===== config.mk =====
export PLATFORM = sky130hd
export DESIGN_NAME = csc_pipe
export DESIGN_NICKNAME = d
export VERILOG_FILES = /design/src/rtl/csc_pipe.sv
export SDC_FILE = /design/constraint.sdc
export NUM_CORES = 2
export LEC_CHECK = 0
export CORE_MARGIN = 4
export CORE_UTILIZATION = 50
export CTS_CLUSTER_DIAMETER = 80
export CTS_CLUSTER_SIZE = 20
export DETAILED_ROUTE_END_ITERATION = 10
export GPL_TIMING_DRIVEN = 0
export PLACE_DENSITY = 0.72
export SYNTH_ARGS = -nofsm -noshare
export SYNTH_HDL_FRONTEND = slang
export SYNTH_SLANG_ARGS = --single-unit

===== constraint.sdc =====
create_clock -name clk -period 7.1 [get_ports clk]
set_clock_uncertainty 0.15 [all_clocks]
set_input_delay 1.42 -clock clk [delete_from_list [all_inputs] [get_ports clk]]
set_output_delay 1.42 -clock clk [all_outputs]
set_load 0.02 [all_outputs]

===== src/rtl/csc_pipe.sv =====
// Three-stage colour-space converter: 3x3 signed matrix, rounding, bias, clip.
// Coefficients, biases and bypass are shadowed and reloaded on each vsync rising edge.
module csc_pipe #(
  parameter int DATA_WIDTH = 8,
  parameter int COEF_WIDTH = 10
) (
  input  logic                    clk,
  input  logic                    rst,
  input  logic                    i_vsync,
  input  logic                    i_hsync,
  input  logic                    i_de,
  input  logic [3*DATA_WIDTH-1:0] i_data,
  input  logic [COEF_WIDTH-1:0]   i_csc_coef00,
  input  logic [COEF_WIDTH-1:0]   i_csc_coef01,
  input  logic [COEF_WIDTH-1:0]   i_csc_coef02,
  input  logic [COEF_WIDTH-1:0]   i_csc_coef10,
  input  logic [COEF_WIDTH-1:0]   i_csc_coef11,
  input  logic [COEF_WIDTH-1:0]   i_csc_coef12,
  input  logic [COEF_WIDTH-1:0]   i_csc_coef20,
  input  logic [COEF_WIDTH-1:0]   i_csc_coef21,
  input  logic [COEF_WIDTH-1:0]   i_csc_coef22,
  input  logic [7:0]              i_csc_bias0,
  input  logic [7:0]              i_csc_bias1,
  input  logic [7:0]              i_csc_bias2,
  input  logic                    i_csc_bypass,
  output logic                    o_vsync,
  output logic                    o_hsync,
  output logic                    o_de,
  output logic [3*DATA_WIDTH-1:0] o_data
);

  localparam int FRAC_BITS = 8;
  localparam int PROD_W    = COEF_WIDTH + DATA_WIDTH + 1;
  localparam int SUM_W     = PROD_W + 2;
  localparam int RES_W     = SUM_W + 1;
  localparam int ROUND     = 1 << (FRAC_BITS - 1);

  // Matrix index is row*3 + column, i.e. coef_in[k*3+j] multiplies c_j into o_k.
  logic [COEF_WIDTH-1:0] coef_in [9];
  logic [7:0]            bias_in [3];

  assign coef_in[0] = i_csc_coef00;
  assign coef_in[1] = i_csc_coef01;
  assign coef_in[2] = i_csc_coef02;
  assign coef_in[3] = i_csc_coef10;
  assign coef_in[4] = i_csc_coef11;
  assign coef_in[5] = i_csc_coef12;
  assign coef_in[6] = i_csc_coef20;
  assign coef_in[7] = i_csc_coef21;
  assign coef_in[8] = i_csc_coef22;
  assign bias_in[0] = i_csc_bias0;
  assign bias_in[1] = i_csc_bias1;
  assign bias_in[2] = i_csc_bias2;

  logic                  vsync_prev_reg;
  logic                  vs_rise;
  logic [COEF_WIDTH-1:0] coef_sh_reg [9];
  logic [7:0]            bias_sh_reg [3];
  logic                  bypass_sh_reg;

  assign vs_rise = i_vsync & ~vsync_prev_reg;

  always_ff @(posedge clk) begin
    if (rst) begin
      vsync_prev_reg <= 1'b0;
      bypass_sh_reg  <= 1'b0;
      for (int i = 0; i < 9; i++) coef_sh_reg[i] <= '0;
      for (int i = 0; i < 3; i++) bias_sh_reg[i] <= '0;
    end else begin
      vsync_prev_reg <= i_vsync;
      if (vs_rise) begin
        bypass_sh_reg <= i_csc_bypass;
        for (int i = 0; i < 9; i++) coef_sh_reg[i] <= coef_in[i];
        for (int i = 0; i < 3; i++) bias_sh_reg[i] <= bias_in[i];
      end
    end
  end

  logic signed [PROD_W-1:0]     prod_reg [9];
  logic signed [PROD_W-1:0]     prod_next [9];
  logic signed [SUM_W-1:0]      sum_reg [3];
  logic signed [SUM_W-1:0]      sum_next [3];
  logic [DATA_WIDTH-1:0]        out_reg [3];
  logic [DATA_WIDTH-1:0]        out_next [3];
  // Bias and bypass travel with the pixel so a shadow reload never splits one pixel.
  logic [7:0]                   bias_d1_reg [3];
  logic [7:0]                   bias_d2_reg [3];
  logic                         byp_d1_reg;
  logic                         byp_d2_reg;
  logic [3*DATA_WIDTH-1:0]      data_d1_reg;
  logic [3*DATA_WIDTH-1:0]      data_d2_reg;
  logic [2:0]                   sync_d1_reg;
  logic [2:0]                   sync_d2_reg;
  logic [2:0]                   sync_d3_reg;

  genvar gi;
  generate
    for (gi = 0; gi < 9; gi++) begin : g_prod
      logic signed [PROD_W-1:0] coef_ext;
      logic signed [PROD_W-1:0] pix_ext;
      assign coef_ext      = PROD_W'($signed(coef_sh_reg[gi]));
      assign pix_ext       = PROD_W'(i_data[(gi % 3)*DATA_WIDTH +: DATA_WIDTH]);
      assign prod_next[gi] = coef_ext * pix_ext;
    end

    for (gi = 0; gi < 3; gi++) begin : g_chan
      logic signed [SUM_W-1:0] shifted;
      logic signed [RES_W-1:0] res;
      assign sum_next[gi] = SUM_W'(prod_reg[3*gi]) + SUM_W'(prod_reg[3*gi+1])
                          + SUM_W'(prod_reg[3*gi+2]) + SUM_W'(ROUND);
      assign shifted      = sum_reg[gi] >>> FRAC_BITS;
      assign res          = RES_W'(shifted) + RES_W'(bias_d2_reg[gi]);
      // Sign bit set means below zero; any bit above the component width means overflow.
      assign out_next[gi] = byp_d2_reg                   ? data_d2_reg[gi*DATA_WIDTH +: DATA_WIDTH] :
                            res[RES_W-1]                 ? '0 :
                            (|res[RES_W-2:DATA_WIDTH])   ? '1 :
                                                           res[DATA_WIDTH-1:0];
      assign o_data[gi*DATA_WIDTH +: DATA_WIDTH] = out_reg[gi];
    end
  endgenerate

  always_ff @(posedge clk) begin
    if (rst) begin
      for (int i = 0; i < 9; i++) prod_reg[i] <= '0;
      for (int i = 0; i < 3; i++) begin
        sum_reg[i]     <= '0;
        out_reg[i]     <= '0;
        bias_d1_reg[i] <= '0;
        bias_d2_reg[i] <= '0;
      end
      byp_d1_reg  <= 1'b0;
      byp_d2_reg  <= 1'b0;
      data_d1_reg <= '0;
      data_d2_reg <= '0;
      sync_d1_reg <= '0;
      sync_d2_reg <= '0;
      sync_d3_reg <= '0;
    end else begin
      for (int i = 0; i < 9; i++) prod_reg[i] <= prod_next[i];
      for (int i = 0; i < 3; i++) begin
        sum_reg[i]     <= sum_next[i];
        out_reg[i]     <= out_next[i];
        bias_d1_reg[i] <= bias_sh_reg[i];
        bias_d2_reg[i] <= bias_d1_reg[i];
      end
      byp_d1_reg  <= bypass_sh_reg;
      byp_d2_reg  <= byp_d1_reg;
      data_d1_reg <= i_data;
      data_d2_reg <= data_d1_reg;
      sync_d1_reg <= {i_vsync, i_hsync, i_de};
      sync_d2_reg <= sync_d1_reg;
      sync_d3_reg <= sync_d2_reg;
    end
  end

  assign {o_vsync, o_hsync, o_de} = sync_d3_reg;

endmodule


==> metrics.log <==
[metrics] total number of vias: 32.2k
[metrics] leak pwr: 25.1 nW
[metrics] standard-cell rows: 110
[metrics] area of the placeable core: 90,100 um^2
[metrics] number of distinct library cells after synthesis: 68
[metrics] width of the die: 310 um
[metrics] Hold WC Path Type: register to register
[metrics] cell at the slowest stage of the critical path: sky130_fd_sc_hd__or4b_2
[metrics] number of flops mapped to enable cells by yosys: 114
[metrics] Syn Std Cell Area: 45,500 um^2
[metrics] clock tree from TritonCTS: built
[metrics] share of post-route cells with drive strength above 1: 0.0187
[metrics] Reg2Reg Setup Slack: 1.60 ns
[metrics] Power Density: 318 nW/um^2
[metrics] Remaining DRCs: 0
[metrics] Hold Vio Cnt, Final: 0
[metrics] capture point of the worst reg-to-reg path: prod_reg[0][170]
[metrics] outcome: finished clean
[metrics] number of hold-repair buffers added at the cts stage: 0
[metrics] number of search-and-repair iterations in the first detailed-routing pass: 7
[metrics] Clock Sinks: 456
[metrics] post-synthesis area per instance: 9.42 um^2
[metrics] highest-count cells in the layout ignoring fill and taps: 1,032 x sky130_fd_sc_hd__inv_1, 651 x sky130_fd_sc_hd__fa_1, 474 x sky130_fd_sc_hd__ha_1
[metrics] grt total ovfl: 0
[metrics] die height: 310 um
[metrics] Worst setup SP type: input pin
[metrics] number of slew-limit violations in the final report: 0
[metrics] sequential cell area fraction in the yosys report: 0.226
[metrics] Max-slew headroom: 0.176
[metrics] worst-case reg-to-reg path depth: 18
[metrics] start point of the critical path: i_data[8]
[metrics] Synth Instances: 4,834
[metrics] number of cells traversed by the worst hold path: 1
[metrics] CTS root buffer: sky130_fd_sc_hd__clkbuf_16
[metrics] half-perimeter wire length of the detailed placement result: 95.8 mm
[metrics] leading cell type in the layout, fill and taps excluded: sky130_fd_sc_hd__inv_1
[metrics] reported max-cap violation count: 0
[metrics] number of buffers between clock root and the deepest sink: 3
[metrics] count of instances resized after the clock tree is built: 0
[metrics] data arrival time of the critical path: 7.14 ns
[metrics] number of buffers created by CTS: 39
[metrics] largest stage delay on the critical path: 0.66 ns
[metrics] origin of the critical flop-to-flop path: coef_sh_reg[0][89]
[metrics] global-route wire length before repair: 182 mm
[metrics] Crit Path Class: input pin to register
[metrics] last weighted congestion value of the routability-driven placer: 0.917
[metrics] post-DR vias/cell: 5.15
[metrics] clock latency at the later pin of the worst-skew pair: 0.62 ns
[metrics] number of setup buffers added after CTS: 0
[metrics] overall power of the completed layout: 15.9 mW
[metrics] Storage cell area: 10,300 um^2
[metrics] maximum achievable frequency: 147 MHz
[metrics] vias in the first global route: 33.5k
[metrics] total routed wirelength: 115 mm
[metrics] number of design-rule violations left by the first detailed-router iteration: 2,120
[metrics] top_reg_cell synth: sky130_fd_sc_hd__dfxtp_1
[metrics] Worst Tran Pin Value: 1.24 ns
[metrics] largest net degree at the start of global routing: 61
[metrics] last element of the critical path: prod_reg[0][37]
[metrics] Largest register FFs: 171
[metrics] average detailed-routed wire length per instance: 18.5 um
[metrics] Worst IR Drop VDD: 264 uV
[metrics] share of synthesized registers carrying an async set or reset: 0
[metrics] cell chain of the critical path: clkbuf_1 -> clkbuf_1 -> nand2_1 -> fa_1 -> inv_1 -> ha_1 -> ha_1 -> inv_1 -> fa_1 -> inv_1 -> ha_1 -> fa_1 -> a21o_1 -> a21oi_1 -> o21ai_0 -> or4b_2 -> nand3_1 -> a31oi_1 -> xnor2_1 -> nor2_1
[metrics] fraction of the cycle the final worst path needs: 0.957
[metrics] number of nets in the layout: 6,311
[metrics] Setup Slack @ Placement: -0.527 ns
[metrics] antenna violations before repair: 5
[metrics] Warnings, synthesis: 0
[metrics] post-layout min period: 6.79 ns
[metrics] number of failing setup endpoints in the final timing report: 0
[metrics] initial cell density of the core: 0.505
[metrics] I/O pins: 171
[metrics] die area: 95,900 um^2
[metrics] number of fill cells in the layout: 7,904
[metrics] post-route worst setup slack: 0.308 ns
[metrics] critical path required time: 7.45 ns
[metrics] largest fanout of any net on the critical path: 10
[metrics] Worst Setup End Kind: register
[metrics] total routing usage reported by global routing: 0.246
[metrics] Port Buffers: 166
[metrics] depth of the CTS H-tree: 2
[metrics] layout overhead on the synthesized area: 9.77%
[metrics] nets in the synthesized netlist: 6,103
[metrics] area used by multi-input combinational logic: 30,800 um^2
[metrics] setup repair after global routing missed its margin: no
[metrics] post-route ant nets: 0
[metrics] Clk pin slew, worst setup/hold paths: 0.08 ns
[metrics] Seq cells post-synth: 456
-- through the flow --
step | hold WS (ns) | instance area, um^2 | setup TNS (ns) | utilization | std cells
4_1_cts | 0.286 | 50000 | 0 | 0.554 | 6244
3_5_place_dp | 0.266 | 48700 | -3.84 | 0.540 | 6177
2_1_floorplan | 0.251 | 45500 | 0 | - | 4834
5_1_grt | 0.300 | 50000 | 0 | 0.554 | 6244
3_3_place_gp | 0.265 | 48700 | -2.59 | 0.540 | 6176
6_report | 0.287 | 50000 | 0 | 0.554 | 6247
-- worst min path at each step --
stage                  startpoint            endpoint  slack (ns)
6_report           data_d1_reg[4]      data_d2_reg[4]        0.29
2_1_floorplan     data_d2_reg[16]      out_reg[0][16]        0.25
5_1_grt            data_d1_reg[4]      data_d2_reg[4]        0.30
3_3_place_gp   bias_d1_reg[0][23]  bias_d2_reg[0][23]        0.27
3_5_place_dp      data_d2_reg[17]      out_reg[0][17]        0.27
4_1_cts           data_d2_reg[17]      out_reg[0][17]        0.29
-- critical path, delay by kind of cell --
family / cells / cell delay (ns)
adder cells (fa/ha/maj): 6 / 2.28
AO/OA/AOI/OAI: 4 / 0.66
buffers and inverters: 5 / 1.24
AND/OR/NAND/NOR: 4 / 1.09
XOR/XNOR: 1 / 0.46
-- power by group --
part           switching (mW)  total [mW]  internal (mW)
sequential              0.434        3.69           3.26
clock                    1.11        2.21           1.09
combinational            5.91        10.0           4.10
-- synth_stat cells (14+ instances only) --
| master | count | share of area |
|---|---|---|
| sky130_fd_sc_hd__inv_1 | 1032 | 0.085 |
| sky130_fd_sc_hd__fa_1 | 651 | 0.29 |
| sky130_fd_sc_hd__ha_1 | 474 | 0.13 |
| sky130_fd_sc_hd__nand2_1 | 450 | 0.037 |
| sky130_fd_sc_hd__and2_1 | 375 | 0.052 |
| sky130_fd_sc_hd__dfxtp_1 | 342 | 0.15 |
| sky130_fd_sc_hd__nor2_1 | 217 | 0.018 |
| sky130_fd_sc_hd__nor2b_1 | 173 | 0.024 |
| sky130_fd_sc_hd__clkbuf_1 | 144 | 0.012 |
| sky130_fd_sc_hd__a21oi_1 | 126 | 0.014 |
| sky130_fd_sc_hd__and3_1 | 123 | 0.017 |
| sky130_fd_sc_hd__edfxtp_1 | 114 | 0.075 |
| sky130_fd_sc_hd__xnor2_1 | 104 | 0.020 |
| sky130_fd_sc_hd__xor2_1 | 88 | 0.017 |
| sky130_fd_sc_hd__o21ai_0 | 86 | 0.0095 |
| sky130_fd_sc_hd__a21o_1 | 45 | 0.0074 |
| sky130_fd_sc_hd__nor3_1 | 45 | 0.0049 |
| sky130_fd_sc_hd__or3_1 | 31 | 0.0043 |
| sky130_fd_sc_hd__o21a_1 | 23 | 0.0038 |
| sky130_fd_sc_hd__nand3_1 | 17 | 0.0019 |
| sky130_fd_sc_hd__a31oi_1 | 14 | 0.0019 |
-- final cells by class --
| class | instances | share of cell area |
|---|---|---|
| repair buffers | 167 | 0.0338 |
| plain buffers | 145 | 0.0110 |
| multi-input cells | 3201 | 0.617 |
| well taps | 1176 | 0.0294 |
| inverters | 1032 | 0.0775 |
| clock buffers | 48 | 0.0207 |
| diodes | 3 | 0.000150 |
| flip-flops and latches | 456 | 0.206 |
| clock inverters | 19 | 0.00476 |
-- cell families (layout without fill, tap and decap cells) --
| group | Yosys count | after routing | share of synthesized area |
|---|---|---|---|
| AO/OA/AOI/OAI | 391 | 391 | 0.0555 |
| adder cells (fa/ha/maj) | 1125 | 1125 | 0.417 |
| AND/OR/NAND/NOR | 1489 | 1489 | 0.167 |
| other | 0 | 3 | 0 |
| multiplexers | 4 | 4 | 0.000934 |
| XOR/XNOR | 192 | 192 | 0.0369 |
| flip-flops | 456 | 456 | 0.226 |
| buffers and inverters | 1177 | 1411 | 0.0971 |
-- routing by layer --
layer  global-route usage  part of all wire  routed length, um
met1                0.326              0.43              49300
met2                0.404              0.46              52800
met3               0.0453             0.072               8300
met4               0.0978             0.045               5150
met5                    0           0.00011                 13
Note: power is estimated with default switching activity, not from simulation.
